### config.mk
export PLATFORM = sky130hd
export DESIGN_NAME = instr_fetch_unit_flat
export DESIGN_NICKNAME = d
export VERILOG_FILES = /design/src/rtl/mips_pkg.sv /design/src/rtl/instr_fetch_unit_if.sv /design/src/rtl/next_pc_logic.sv /design/src/rtl/instr_fetch_unit.sv /design/src/flat_wrapper.sv
export SDC_FILE = /design/constraint.sdc
export NUM_CORES = 1
export LEC_CHECK = 0
export BUFFER_PORTS_ARGS = -buffer_cell sky130_fd_sc_hd__buf_2
export CAP_MARGIN = 40
export CORE_ASPECT_RATIO = 0.75
export CORE_MARGIN = 10
export CORE_UTILIZATION = 54
export CTS_BUF_LIST = sky130_fd_sc_hd__clkbuf_8
export DETAILED_ROUTE_END_ITERATION = 8
export GPL_ROUTABILITY_DRIVEN = 0
export PLACE_DENSITY = 0.94
export SYNTH_ARGS = -nofsm -noshare
export SYNTH_HDL_FRONTEND = slang
export SYNTH_HIERARCHICAL = 1
export SYNTH_SLANG_ARGS = --single-unit
### constraint.sdc
create_clock -name clk -period 4.2 [get_ports clk]
set_input_delay 0.21 -clock clk [delete_from_list [all_inputs] [get_ports clk]]
set_output_delay 0.21 -clock clk [all_outputs]
set_load 0.03 [all_outputs]
### src/rtl/mips_pkg.sv
`default_nettype none
// ============================================================================
// Module   : mips_pkg
// Brief    : Shared types and constants for the MIPS single-cycle front end.
// Revision : 1.0 - initial release
// ============================================================================
package mips_pkg;

  typedef enum logic [1:0] {
    S_RESET = 2'd0,
    S_FETCH = 2'd1,
    S_EXEC  = 2'd2,
    S_ERR   = 2'd3
  } fetch_state_t;

  localparam logic [5:0]  OP_RTYPE         = 6'b000000;
  localparam logic [5:0]  OP_J             = 6'b000010;
  localparam logic [5:0]  OP_BEQ           = 6'b000100;
  localparam logic [31:0] DEFAULT_RESET_PC = 32'h0000_0000;

endpackage
`default_nettype wire

### src/rtl/instr_fetch_unit_if.sv
`default_nettype none
// ============================================================================
// Module   : instr_fetch_unit_if
// Brief    : Instruction-memory req/ack fetch bus.
// Revision : 1.0 - initial release
// ============================================================================
interface instr_fetch_unit_if;

  logic        imem_req;
  logic [31:0] imem_addr;
  logic        imem_ack;
  logic [31:0] imem_rdata;

  modport master (
    output imem_req,
    output imem_addr,
    input  imem_ack,
    input  imem_rdata
  );

  modport slave (
    input  imem_req,
    input  imem_addr,
    output imem_ack,
    output imem_rdata
  );

endinterface
`default_nettype wire

### src/rtl/next_pc_logic.sv
`default_nettype none
// ============================================================================
// Module   : next_pc_logic
// Brief    : Combinational next-PC select: jump, taken branch or PC+4.
// Revision : 1.0 - initial release
// ============================================================================
module next_pc_logic (
  input  wire  [31:0] PCPlus4,
  input  wire  [31:0] Instr,
  input  wire         Jump,
  input  wire         Branch,
  input  wire         Zero,
  output logic [31:0] NextPC
);

  logic [31:0] w_jump_target;
  logic [31:0] w_branch_target;
  logic        w_unused_op;

  assign w_jump_target   = {PCPlus4[31:28], Instr[25:0], 2'b00};
  assign w_branch_target = PCPlus4 + {{14{Instr[15]}}, Instr[15:0], 2'b00};
  assign w_unused_op     = ^Instr[31:26];

  // Jump is tested first so an unknown Branch never reaches NextPC.
  always_comb begin
    NextPC = PCPlus4;
    if (Jump) begin
      NextPC = w_jump_target;
    end else if (Branch && Zero) begin
      NextPC = w_branch_target;
    end
  end

endmodule
`default_nettype wire

### src/rtl/instr_fetch_unit.sv
`default_nettype none
// ============================================================================
// Module   : instr_fetch_unit
// Brief    : Fetch FSM, PC and instruction register with fetch timeout.
// Revision : 1.0 - initial release
// ============================================================================
module instr_fetch_unit
  import mips_pkg::*;
#(
  parameter logic [31:0] RESET_PC = DEFAULT_RESET_PC,
  parameter int unsigned TIMEOUT  = 15
) (
  input  wire                       clk,
  input  wire                       rst,
  instr_fetch_unit_if.master        imem,
  output logic [31:0]               Instr,
  output logic [5:0]                OP,
  output logic [5:0]                Funct,
  output logic                      InstrValid,
  input  wire                       ExecDone,
  input  wire                       Jump,
  input  wire                       Branch,
  input  wire                       Zero,
  output logic [31:0]               PC,
  output logic [31:0]               PCPlus4,
  output logic                      ImemErr
);

  localparam logic [7:0] c_TIMEOUT = 8'(TIMEOUT);

  fetch_state_t r_state;
  fetch_state_t w_state_next;
  logic [31:0]  r_pc;
  logic [31:0]  w_pc_next;
  logic [31:0]  r_instr;
  logic [31:0]  w_instr_next;
  logic [7:0]   r_wait_cnt;
  logic [7:0]   w_wait_cnt_next;
  logic [31:0]  w_next_pc;

  assign PC             = r_pc;
  assign PCPlus4        = r_pc + 32'd4;
  assign Instr          = r_instr;
  assign OP             = r_instr[31:26];
  assign Funct          = r_instr[5:0];
  assign imem.imem_addr = r_pc;

  next_pc_logic u_next_pc (
    .PCPlus4 (PCPlus4),
    .Instr   (r_instr),
    .Jump    (Jump),
    .Branch  (Branch),
    .Zero    (Zero),
    .NextPC  (w_next_pc)
  );

  always_ff @(posedge clk or posedge rst) begin
    if (rst) begin
      r_state    <= S_RESET;
      r_pc       <= RESET_PC;
      r_instr    <= '0;
      r_wait_cnt <= '0;
    end else begin
      r_state    <= w_state_next;
      r_pc       <= w_pc_next;
      r_instr    <= w_instr_next;
      r_wait_cnt <= w_wait_cnt_next;
    end
  end

  // Outputs decode from state only, so reset drops imem_req without a clock.
  always_comb begin
    w_state_next    = r_state;
    w_pc_next       = r_pc;
    w_instr_next    = r_instr;
    w_wait_cnt_next = r_wait_cnt;
    imem.imem_req   = 1'b0;
    InstrValid      = 1'b0;
    ImemErr         = 1'b0;
    case (r_state)
      S_RESET: begin
        w_state_next = S_FETCH;
      end
      S_FETCH: begin
        imem.imem_req = 1'b1;
        if (imem.imem_ack) begin
          w_instr_next    = imem.imem_rdata;
          w_wait_cnt_next = '0;
          w_state_next    = S_EXEC;
        end else begin
          w_wait_cnt_next = r_wait_cnt + 8'd1;
          if (w_wait_cnt_next == c_TIMEOUT) begin
            w_state_next = S_ERR;
          end
        end
      end
      S_EXEC: begin
        InstrValid = 1'b1;
        if (ExecDone) begin
          w_pc_next    = w_next_pc;
          w_state_next = S_FETCH;
        end
      end
      S_ERR: begin
        ImemErr = 1'b1;
      end
      default: begin
        w_state_next = S_RESET;
      end
    endcase
  end

endmodule
`default_nettype wire
### src/flat_wrapper.sv
// flat-port wrapper written by rule: the top's interface ports become plain ports
module instr_fetch_unit_flat import mips_pkg::*;
#(
  parameter logic [31:0] RESET_PC = DEFAULT_RESET_PC,
  parameter int unsigned TIMEOUT  = 15
)
  (clk, rst, Instr, OP, Funct, InstrValid, ExecDone, Jump, Branch, Zero, PC, PCPlus4, ImemErr, imem_imem_req, imem_imem_addr, imem_imem_ack, imem_imem_rdata);
  instr_fetch_unit_if imem_i ();
  input  wire clk;
  input  wire rst;
  output logic [31:0] Instr;
  output logic [5:0] OP;
  output logic [5:0] Funct;
  output logic InstrValid;
  input  wire ExecDone;
  input  wire Jump;
  input  wire Branch;
  input  wire Zero;
  output logic [31:0] PC;
  output logic [31:0] PCPlus4;
  output logic ImemErr;
  output wire logic [$bits(imem_i.imem_req)-1:0] imem_imem_req;
  output wire logic [$bits(imem_i.imem_addr)-1:0] imem_imem_addr;
  input wire logic [$bits(imem_i.imem_ack)-1:0] imem_imem_ack;
  input wire logic [$bits(imem_i.imem_rdata)-1:0] imem_imem_rdata;
  assign imem_imem_req = imem_i.imem_req;
  assign imem_imem_addr = imem_i.imem_addr;
  assign imem_i.imem_ack = imem_imem_ack;
  assign imem_i.imem_rdata = imem_imem_rdata;
  instr_fetch_unit #(.RESET_PC(RESET_PC), .TIMEOUT(TIMEOUT)) u_core (.clk(clk), .rst(rst), .imem(imem_i), .Instr(Instr), .OP(OP), .Funct(Funct), .InstrValid(InstrValid), .ExecDone(ExecDone), .Jump(Jump), .Branch(Branch), .Zero(Zero), .PC(PC), .PCPlus4(PCPlus4), .ImemErr(ImemErr));
endmodule
## Yosys cells after proc, flatten, opt, wreduce, memory -nomap -nowiden

Index checks and enable logic that the tools add are counted.

| cells by class | value |
|---|---|
| equal/unequal tests | 6 |
| reduce and logical (&&, ||, !) cells | 6 |
| add/subtract/negate cells | 3 |
| mux-type cells | 10 |

Operator list:

| cell | count |
|---|---|
| 32-bit two-way mux | 2 |
| 32-bit by 3-bit adder with 32-bit output, second input constant | 1 |
| 32-bit adder | 1 |
| 8-bit by 1-bit adder with 8-bit output, second input constant | 1 |
| 8-bit by 4-bit == test with 1-bit output, second input constant | 1 |
| 8-bit two-way mux | 1 |
| 2-bit two-way mux | 3 |
| 2-bit one-hot mux with 3 select lines | 1 |
| 2-bit == test, second input constant | 2 |
| 2-bit AND reduction | 2 |
| 1-bit two-way mux | 3 |
| 3-bit by 2-bit != test with 1-bit output, second input constant | 1 |
| 3-bit AND reduction | 1 |
| 3-bit nonzero test | 1 |
| 2-bit by 1-bit == test with 1-bit output, second input constant | 1 |
| 2-bit logical NOT | 1 |
| 2-bit != test, second input constant | 1 |
| 1-bit logical AND | 1 |

| word-level totals | value |
|---|---|
| output and inout bits | 143 |
| register bits after elaboration | 74 |
| word-level logic and storage cells | 29 |
| input port bits | 39 |

## Logic depth before layout (Yosys ltp)

| depth | value |
|---|---|
| depth after elaboration | 5 |
| mapped depth | 16 |
| depth with buffers taken out | 16 |

## Hierarchy

The synthesis kept the hierarchy.

By module, submodules not included:

| module | area each (µm²) | times used | cells an instance | seq. area each (µm²) |
|---|---|---|---|---|
| instr_fetch_unit | 3895.0 | 1 | 331 | 1851.8 |
| next_pc_logic | 2139.6 | 1 | 324 | 0.0 |

## Worst setup path after synthesis

No wires, ideal clock.

| timing | value |
|---|---|
| kind | reg2reg |
| from | register u_core.r_pc[4], in the netlist u_core/PC[4] |
| to | register u_core.r_pc[24], in the netlist u_core/PC[24] |
| path buffers | 0 |
| setup slack | -303 ps |
| clock period less this slack | 4503 ps |
| arrival time | 4379 ps |
| library setup time | 125 ps |
| cell stages (with the launch flop) | 16 |
| required time | 4075 ps |
| cell sequence | dfrtp_1 -> nand4_2 -> nor4_4 -> nand2_1 -> xnor2_1 -> ha_1 -> nand4_1 -> or4b_1 -> o22ai_2 -> nor4b_2 -> a311oi_2 -> a211oi_2 -> xor2_1 -> o21ai_1 -> mux2_2 -> mux2_2 |

| on the way | value |
|---|---|
| word-level cells in the longest chain between the ends | 4 |

RTL lines:

| element | line | source |
|---|---|---|
| start, declared | instr_fetch_unit.sv:33 | `logic [31:0] r_pc;` |
| start signal, assigned | instr_fetch_unit.sv:65 | `r_pc <= w_pc_next;` |
| 32-bit by 3-bit adder with 32-bit output | instr_fetch_unit.sv:42 | `assign PCPlus4 = r_pc + 32'd4;` |
| via PCPlus4[16] | flat_wrapper.sv:20 | `output logic [31:0] PCPlus4;` |
| 32-bit adder | next_pc_logic.sv:21 | `assign w_branch_target = PCPlus4 + {{14{Instr[15]}}, Instr[15:0], 2'b00};` |
| 32-bit two-way mux | next_pc_logic.sv:29 | `end else if (Branch && Zero) begin` |
| 32-bit two-way mux | next_pc_logic.sv:27 | `if (Jump) begin` |
| via u_core.w_next_pc[24] | instr_fetch_unit.sv:39 | `logic [31:0] w_next_pc;` |

The timed path passes the listed nets, and every way through them passes these cells.
A chain may end at the register's enable or synchronous reset.

## Worst setup path in the final report

| timing | value |
|---|---|
| from | register u_core.r_pc[3], in the netlist u_core/PC[3] |
| to | register u_core.r_pc[24], in the netlist u_core/PC[24] |

| on the way | value |
|---|---|
| word-level cells in the longest chain between the ends | 4 |

RTL lines:

| element | line |
|---|---|
| 32-bit by 3-bit adder with 32-bit output * | instr_fetch_unit.sv:42 |
| 32-bit adder | next_pc_logic.sv:21 |
| 32-bit two-way mux * | next_pc_logic.sv:29 |
| 32-bit two-way mux * | next_pc_logic.sv:27 |
| via u_core.w_next_pc[24] | instr_fetch_unit.sv:39 |

Mark *: on every way through the listed nets, which the timed path passes. The rest lies on a longest branch.

==> impl_results.md <==
- Status: complete, no violations
- Clk root buf: clkbuf_8
- Measured slew at the worst slew-check pin: 768.2 ps
- Comb power frac: 66.5%
- Mux cell area share after synthesis: 14.00%
- Avg Inst Size Synth: 9.213 um2
- Total gr overflow: 0
- I/O pins: 182
- WHS Path Cells: 2
- Netlist cell types: 71
- Worst Path Required: 4460 ps
- Port Buffers: 181
- Nature of the critical path endpoint: flop
- Final Max Slew Viols: 0
- CTS sink count: 74
- Area grow syn2layout: 18.02%
- Vias in the first global route: 5552
- Top routing layer in use: met4
- Post-DP HPWL: 13930 um
- Hold_ws: 76.44 ps
- Static leakage: 0.003691 uW
- Crit-path max cell delay: 590 ps
- Synth Area in Compound Gates: 16.30%
- Int Power: 2509 uW
- Final setup viols: 0
- Sw Share: 55.11%
- CTS max path bufs: 2
- HP Class: input port to flop
- Max_cap viols: 0
- Period utilisation layout: 95.56%
- Main flop type after synthesis: dfrtp_1
- Drt first pass iters: 6
- Share of layout cells above drive strength 1: 39.83%
- Yosys reg bits: 74
- Sequential fraction of the synthesis area: 30.69%
- Vias/cell: 6.069
- Highest clock rate: 249.2 MHz
- Sequential share of power: 24.2%
- Design area: 7122 um2
- Yosys warnings: 6
- Nets: 869
- Adder-cell share of the synthesized area: 6.967%
- Data arrival, critical path: 4270 ps
- Design Power: 5589 uW
- Length of routed met3 wiring: 2179 um
- Synth Area in XOR/XNOR: 7.257%
- Routed WL: 18780 um
- Slew headroom: 48.42%
- Synthesized area: 6035 um2
- CTS tree: built
- Fillcell total: 861
- Combinational family with the most area after synthesis: simple AND/OR/NAND/NOR gates
- VDD IR max: 461.3 uV
- Placement row count: 33
- H-tree levels: 3
- CTS clock-pin slew for the worst setup and hold paths: 90 ps
- Core box area: 10940 um2
- Wl on met1: 7197 um
- Crit-path cells: ha_2 -> nand2_1 -> nor4_4 -> nand2_1 -> xnor2_2 -> ha_2 -> nand4_1 -> or4b_4 -> o22ai_4 -> nor4b_2 -> a311oi_2 -> a211oi_2 -> xor2_1 -> o21ai_1 -> mux2_2 -> mux2_2
- First-pass GRT wire length: 29260 um
- Die width: 142.1 um
- Clock Power Share: 9.3%
- Psw: 3080 uW
- Post-synth net total: 727
- Post-synth EDFFs: 0
- Util after Layout: 65.09%
- Final hold violation count: 0
- Startpoint types: flop
- Maximum fanout along the worst path: 7
- Pin count of the biggest net entering global routing: 55
- Initial antenna violation count: 1
- Starting DRT DRC Count: 886
- Die area: 15850 um2
- Clk_lat worst skew: 360 ps
- # DRC: 0
- PwrDens: 784.8 nW/um2
- GRT Total Usage: 22.30%
- Synth Area in Simple Gates: 16.42%
- Reg2reg path depth: 16
- Cell Area, Placed: 6870 um2
- Clock Skews: 14.67 ps
- Met2 Wirelength: 8857 um
- CTS Buf Count: 9
- DRT antenna net count: 0
- Die height: 111.6 um
- Fraction of registers with async set/reset: 100.0%
- Min Tclk post-route: 4014 ps
- Initial Util: 55.15%
- Per-cell routed wire length: 19.91 um
- Via count: 5723
- Crit Path Class: flop to flop
- Slowest CP cell: or4b_4
- Post-Syn Instances: 655
## cell families (layout without fill, tap and decap cells)
| family | count (synthesis) | count (layout) |
|---|---|---|
| compound gates | 154 | 154 |
| xor+xnor | 50 | 50 |
| fa+ha+maj | 33 | 33 |
| buf+inv | 84 | 230 |
| flops | 74 | 74 |
| mux | 76 | 76 |
| other cells | 0 | 2 |
| simple gates | 184 | 184 |
## power groups by stage
stage	clock network [uW]	logic [uW]	registers (uW)
2_1_floorplan	0	2290	1780
3_3_place_gp	0	3550	1320
3_5_place_dp	0	3620	1350
4_1_cts	537	3650	1330
5_1_grt	565	3980	1400
6_report	522	3720	1350
## cells in the mapped netlist (3+ instances only)
cell,number,area share [%]
inv_1,11,0.68
nand2_1,61,3.8
ha_1,32,6.6
nand3_1,14,1.2
a31oi_1,3,0.31
and2_1,3,0.31
buf_4,46,5.7
o21a_1,4,0.50
o31a_1,4,0.58
mux2i_1,9,1.5
a211oi_1,8,1.0
and3_1,14,1.5
and4_1,4,0.58
o21ai_1,12,1.0
nand4_1,11,1.1
xnor2_1,37,5.4
nand2b_1,5,0.52
o21ai_0,39,3.2
nor2_1,34,2.1
dfrtp_1,74,31
mux2_2,67,13
buf_2,8,0.66
a21o_1,10,1.2
nor3b_1,3,0.37
a21oi_1,45,3.7
o31ai_1,3,0.37
xor2_1,13,1.9
clkbuf_1,17,1.1
or3_1,3,0.31
nor2b_1,6,0.62
nor3_1,5,0.41
nand4b_1,3,0.44
## critical path, delay by kind of cell, from the launching register on
kind | cells | cell delay (ps)
DFF | 1 | 430
muxes | 2 | 520
AOI/OAI and AO/OA | 4 | 680
and+or+nand+nor | 6 | 1270
adders and majority gates | 2 | 650
xor gates and xnor gates | 2 | 330
## routing by layer
metal	track usage (%)	vias to the layer above
met5	0	-
met4	7.750	0
met3	8.450	58
met2	34.97	383
met1	27.41	2672
li1	-	2610
## cell usage in the layout, fill, tap and decap left out, types with 3 or more instances in the layout
| cell | n |
|---|---|
| buf_2 | 181 |
| dfrtp_1 | 70 |
| mux2_2 | 67 |
| nand2_1 | 60 |
| a21oi_1 | 45 |
| o21ai_0 | 39 |
| xnor2_1 | 33 |
| nor2_1 | 32 |
| ha_1 | 29 |
| buf_4 | 21 |
| and3_1 | 14 |
| nand3_1 | 14 |
| o21ai_1 | 12 |
| clkbuf_8 | 11 |
| nand4_1 | 11 |
| xor2_1 | 11 |
| inv_1 | 10 |
| a21o_1 | 10 |
| mux2i_1 | 9 |
| a211oi_1 | 8 |
| nor2b_1 | 6 |
| nand2b_1 | 5 |
| nor3_1 | 5 |
| dfrtp_2 | 4 |
| and4_1 | 4 |
| xnor2_2 | 4 |
| o31a_1 | 4 |
| o21a_1 | 4 |
| clkinv_2 | 3 |
| a31oi_1 | 3 |
| nand4b_1 | 3 |
| and2_1 | 3 |
| ha_2 | 3 |
| or3_1 | 3 |
| nor3b_1 | 3 |
## per-stage QoR
stage               setup WS, ps  instances  TNS (ps)
detailed placement         66.68        924         0
global route              -27.77        942    -52.34
global placement           231.9        923         0
CTS                        56.94        940         0
finish                     186.4        943         0
floorplan                 -159.2        655    -159.2
## worst paths after layout
kind	from	slack [ps]	endpoint
worst min-delay path	imem_imem_rdata[15]	80	u_core/Instr[15]
worst min register to register	u_core/Instr[27]	530	u_core/Instr[27]
min in group asynchronous	rst	450	u_core/Instr[27]
max in group asynchronous	rst	2740	u_core/PC[9]
worst max register to register	u_core/PC[3]	190	u_core/PC[24]
worst max-delay path	u_core/PC[3]	190	u_core/PC[24]
## final cells by class
cell class | count | area (um2) | area share, %
Timing Repair Buffer | 204 | 1101 | 15.46
Inverter | 11 | 42.54 | 0.5973
Antenna cell | 2 | 5.005 | 0.07027
Sequential cell | 74 | 1857 | 26.07
Multi-Input combinational cell | 497 | 3762 | 52.83
Tap cell | 140 | 175.2 | 2.460
Clock inverter | 4 | 27.53 | 0.3865
Clock buffer | 11 | 151.4 | 2.126
## flip-flops by register name, indices dropped and copies added, names as in the netlist
| register | cells |
|---|---|
| u_core/r_wait_cnt | 8 |
| u_core/r_state | 2 |
| u_core/Instr | 32 |
| u_core/PC | 32 |
## repair_timing
| action | 4_1_cts | 5_1_grt |
|---|---|---|
| hold buffers | 1 | 0 |
| hold endpoints to repair | 31 | 0 |
| endpoints found under the setup margin | 0 | 11 |
| gates resized for setup | 0 | 14 |
| setup buffers | 0 | 1 |
Power figures use the tool's default switching activity.
